## config.mk

```make
export PLATFORM = sky130hd
export DESIGN_NAME = word_to_byte_unpacker
export DESIGN_NICKNAME = d
export VERILOG_FILES = /design/src/rtl/word_to_byte_unpacker.sv
export SDC_FILE = /design/constraint.sdc
export NUM_CORES = 1
export LEC_CHECK = 0
export BUFFER_PORTS_ARGS = -buffer_cell sky130_fd_sc_hd__buf_2
export CAP_MARGIN = 20
export CELL_PAD_IN_SITES_DETAIL_PLACEMENT = 1
export CELL_PAD_IN_SITES_GLOBAL_PLACEMENT = 1
export CORE_MARGIN = 2
export CORE_UTILIZATION = 35
export DETAILED_ROUTE_END_ITERATION = 10
export PLACE_DENSITY_LB_ADDON = 0.25
export RECOVER_POWER = 50
export SLEW_MARGIN = 10
export SYNTH_ARGS = -nofsm -noshare
export SYNTH_HDL_FRONTEND = slang
export SYNTH_SLANG_ARGS = --single-unit
```

## constraint.sdc

```tcl
create_clock -name clk -period 1.8 [get_ports clk]
set_input_delay 0.27 -clock clk [delete_from_list [all_inputs] [get_ports clk]]
set_output_delay 0.27 -clock clk [all_outputs]
set_load 0.02 [all_outputs]
```

## src/rtl/word_to_byte_unpacker.sv

```systemverilog
// Width-down converter: takes one NBits word and emits its bytes LSB-first over a
// valid/ready byte stream. Narrow words emit only byte 0.
module word_to_byte_unpacker #(
    parameter int NBits = 16
) (
    input  logic             clk,
    input  logic             reset,
    input  logic             in_valid,
    input  logic [NBits-1:0] in_data,
    input  logic             in_narrow,
    output logic             in_ready,
    output logic             out_valid,
    output logic [7:0]       out_data,
    output logic             out_last,
    input  logic             out_ready,
    output logic             busy
);

    localparam int NBytes = NBits / 8;
    localparam int CntW   = $clog2(NBytes) + 1;

    typedef enum logic {
        IDLE,
        SEND
    } state_t;

    state_t            state, state_nxt;
    logic [NBits-1:0]  shift;
    logic [CntW-1:0]   remaining;
    logic              load;
    logic              out_hs;

    always_comb begin
        state_nxt = state;
        out_valid = 1'b0;
        out_last  = 1'b0;
        busy      = 1'b0;
        in_ready  = 1'b0;
        out_data  = shift[7:0];
        case (state)
            IDLE: begin
                in_ready = 1'b1;
                if (in_valid) state_nxt = SEND;
            end
            SEND: begin
                out_valid = 1'b1;
                busy      = 1'b1;
                out_last  = (remaining == CntW'(1));
                // Accepting on the final byte handshake removes the bubble between words.
                in_ready  = out_last && out_ready;
                if (out_last && out_ready && !in_valid) state_nxt = IDLE;
            end
            default: state_nxt = IDLE;
        endcase
    end

    assign load   = in_valid && in_ready;
    assign out_hs = out_valid && out_ready;

    always_ff @(posedge clk) begin
        if (!reset) begin
            state     <= IDLE;
            shift     <= '0;
            remaining <= '0;
        end else begin
            state <= state_nxt;
            if (load) begin
                shift     <= in_data;
                remaining <= in_narrow ? CntW'(1) : CntW'(NBytes);
            end else if (out_hs && (remaining > CntW'(1))) begin
                shift     <= shift >> 8;
                remaining <= remaining - CntW'(1);
            end else if (out_hs) begin
                remaining <= '0;
            end
        end
    end

endmodule

```

==> flow_summary.json <==
{
  "startpoint_type": "flop",
  "seq_area_sq_um": 382,
  "maxCapViolations": 0,
  "period_needed_ns": 1.69,
  "post_cts_buffers": 0,
  "portBuffers": 32,
  "wl_per_cell_um": 15.9,
  "via_count": 893,
  "ys_seq_elements": 19,
  "grt_max_degree": 20,
  "cp.depth": 5,
  "criticalPathCategory": "reg2out",
  "final_max_slew_viol_count": 0,
  "num_antenna_cells": 0,
  "syn-num-nets": 125,
  "cp.arrival_ns": 1.42,
  "r2r-start": "remaining[0]",
  "core_sq_mm": 0.00271,
  "hp-start": "in_data[8]",
  "critical-path-top-delay-family": "flip-flops",
  "drive_above_1_share": 0.283,
  "post-place-cells": 154,
  "seq_power_share": 0.534,
  "wl_um": 2520,
  "cts_buffers": 3,
  "num_io_pins": 33,
  "hold_viol": 0,
  "synth_warnings": 0,
  "cts_sinks": 19,
  "cts_buffer_depth": 2,
  "rows": 19,
  "rsz0062_at_grt": "false",
  "max_freq_ghz": 0.590,
  "crit_buf_inv": 3,
  "relSlewSlack": 0.758,
  "switching_share": 0.308,
  "yosysUniqueCellTypes": 25,
  "endpoint": "in_ready",
  "placed_cell_area_sq_mm": 0.00111,
  "pwr-share-comb": 0.202,
  "htreeDepth": 1,
  "start_util": 0.364,
  "max_stage_delay_ns": 0.36,
  "cts-root-buf": "clkbuf_4",
  "grt_overflow": 0,
  "worstPathRequired_ns": 1.53,
  "ir_drop_uv": 376,
  "dieArea_sq_mm": 0.00326,
  "report.power.total_uw": 870,
  "die_w_um": 57.1,
  "reg2reg_slack_ns": 0.31,
  "hpwl_um": 1740,
  "ys_seq_area_frac": 0.386,
  "intPower_uw": 603,
  "fill_cells": 343,
  "cts_tree": "yes",
  "fin_tns_setup_ns": 0,
  "skew_ns": 0.00451,
  "power_density_mw_per_mm2": 771,
  "finish.utilization": 0.416,
  "gp_congestion": 0.709,
  "cts.clk_slew.worst_paths_ns": 0.12,
  "path_cells": "inv_1 > ha_2 > a21boi_4 > inv_6 > buf_2",
  "final_common_cell": "buf_2",
  "syn_area_per_cell_sq_um": 9.57,
  "ant_nets": 0,
  "syn_area_sq_um": 986,
  "critPathSlowestCell": "dfxtp_2",
  "most-common-layout-cells": "22 x buf_2, 18 x dfxtp_1, 16 x o211ai_1",
  "fin_area_sq_mm": 0.00113,
  "hold_path_class": "in2reg",
  "critPathMaxFanout": 19,
  "drc_errors": 0,
  "reg2regPathDepth": 5,
  "track_usage": 0.161,
  "syn_inst": 103,
  "worstSkewPairLatency_ns": 0.31,
  "clkPwrFrac": 0.263,
  "die_height_um": 57.1,
  "fin_crit_sh": 0.942,
  "fin_cells": 158,
  "via_per_inst": 5.65,
  "grt_pass1_wl_um": 4070,
  "fin_nets": 150,
  "setup.worst_path.start": "remaining[1]",
  "leakagePower_nw": 0.416,
  "setup_violations": 0,
  "timing.rr.end": "remaining[1]",
  "area_growth_pct": 14.5,
  "worstSetupEndpointType": "output pin",
  "drt-pass1-iter-count": 2,
  "p_sw_uw": 268,
  "drt_iter0_drc": 17,
  "multiInputGateArea_sq_um": 479,
  "antenna_found_initial": 0,
  "outcome": "completed",
  "grt_pass1_vias": 894,
  "tightestPinTransition_ns": 0.363
}
layout make-up:
class | instances | share of cell area
timing repair buffer | 37 | 0.161
clock buffer | 3 | 0.0200
sequential | 19 | 0.338
clock inverter | 1 | 0.00443
inverter | 4 | 0.0177
multi-input combinational | 63 | 0.425
tap | 31 | 0.0344
per-layer routing:
metal	global-route usage	up-vias	routed length, um
met4	0.0731	0	40
met3	0.0317	5	108
met1	0.206	430	1160
li1	-	437	-
met2	0.261	21	1210
met5	0	-	0
stage by stage:
| stage | setup WS, ns | hold slack [ns] |
|---|---|---|
| floorplan | 0.379 | 0.423 |
| global placement | 0.370 | 0.475 |
| detailed placement | 0.305 | 0.482 |
| CTS | 0.0171 | 0.204 |
| global route | 0.0386 | 0.209 |
| finish | 0.105 | 0.212 |
worst register-to-register path, delay by kind of cell, from the launching register on:
family	cells	cell delay (ns)
flops	1	0.38
simple gates	1	0.33
buf+inv	1	0.19
compound gates	2	0.26
fa+ha+maj	1	0.25
state kept, by name, summed over array words and instances, names as in the netlist:
register	flops
remaining	2
shift	16
state	1
worst min-delay path by stage:
stage                            to  slack, ns  cells after the start
after floorplan            shift[3]       0.42                      1
after global placement     shift[4]       0.47                      2
after detailed placement   shift[2]       0.48                      2
after CTS                  shift[8]       0.20                      3
after global routing      shift[10]       0.21                      3
final                      shift[8]       0.21                      3
cell usage after synthesis:
cell type / number / area (sq um)
dfxtp_1: 19 / 380
a21boi_1: 17 / 128
o211ai_1: 16 / 120
buf_4: 10 / 75.1
a32oi_1: 9 / 78.8
nand3_1: 8 / 40.0
buf_2: 4 / 20.0
inv_1: 2 / 7.51
inv_2: 2 / 7.51
a21boi_0: 1 / 7.51
a21boi_4: 1 / 18.8
a21oi_1: 1 / 5.00
and2_1: 1 / 6.26
and4b_1: 1 / 10.0
buf_1: 1 / 3.75
buf_6: 1 / 11.3
clkbuf_1: 1 / 3.75
ha_1: 1 / 12.5
mux2_2: 1 / 11.3
nand2_1: 1 / 3.75
nand4b_1: 1 / 8.76
nor2b_1: 1 / 6.26
o21ai_0: 1 / 5.00
o221ai_1: 1 / 8.76
or3_1: 1 / 6.26
timing repair:
| action | in CTS | in global routing |
|---|---|---|
| hold buffers | 0 | 0 |
| resized for setup | 1 | 3 |
| setup endpoints to repair | 1 | 1 |
| pin swaps | 1 | 1 |
kinds of logic (layout without fill, tap and decap cells):
logic type,after synthesis,in the layout,synth area share
flops,19,19,0.386
mux,1,1,0.0114
fa+ha+maj,1,1,0.0127
buf+inv,21,45,0.131
simple gates,14,14,0.0825
compound gates,47,47,0.377
power groups by stage:
stage               logic (mW)  clock network [mW]  registers [mW]
CTS                      0.181               0.239           0.464
global route             0.193               0.251           0.469
finish                   0.176               0.229           0.465
detailed placement       0.180                   0           0.474
floorplan                0.131                   0           0.471
global placement         0.174                   0           0.472
(Power assumes the default switching activity.)
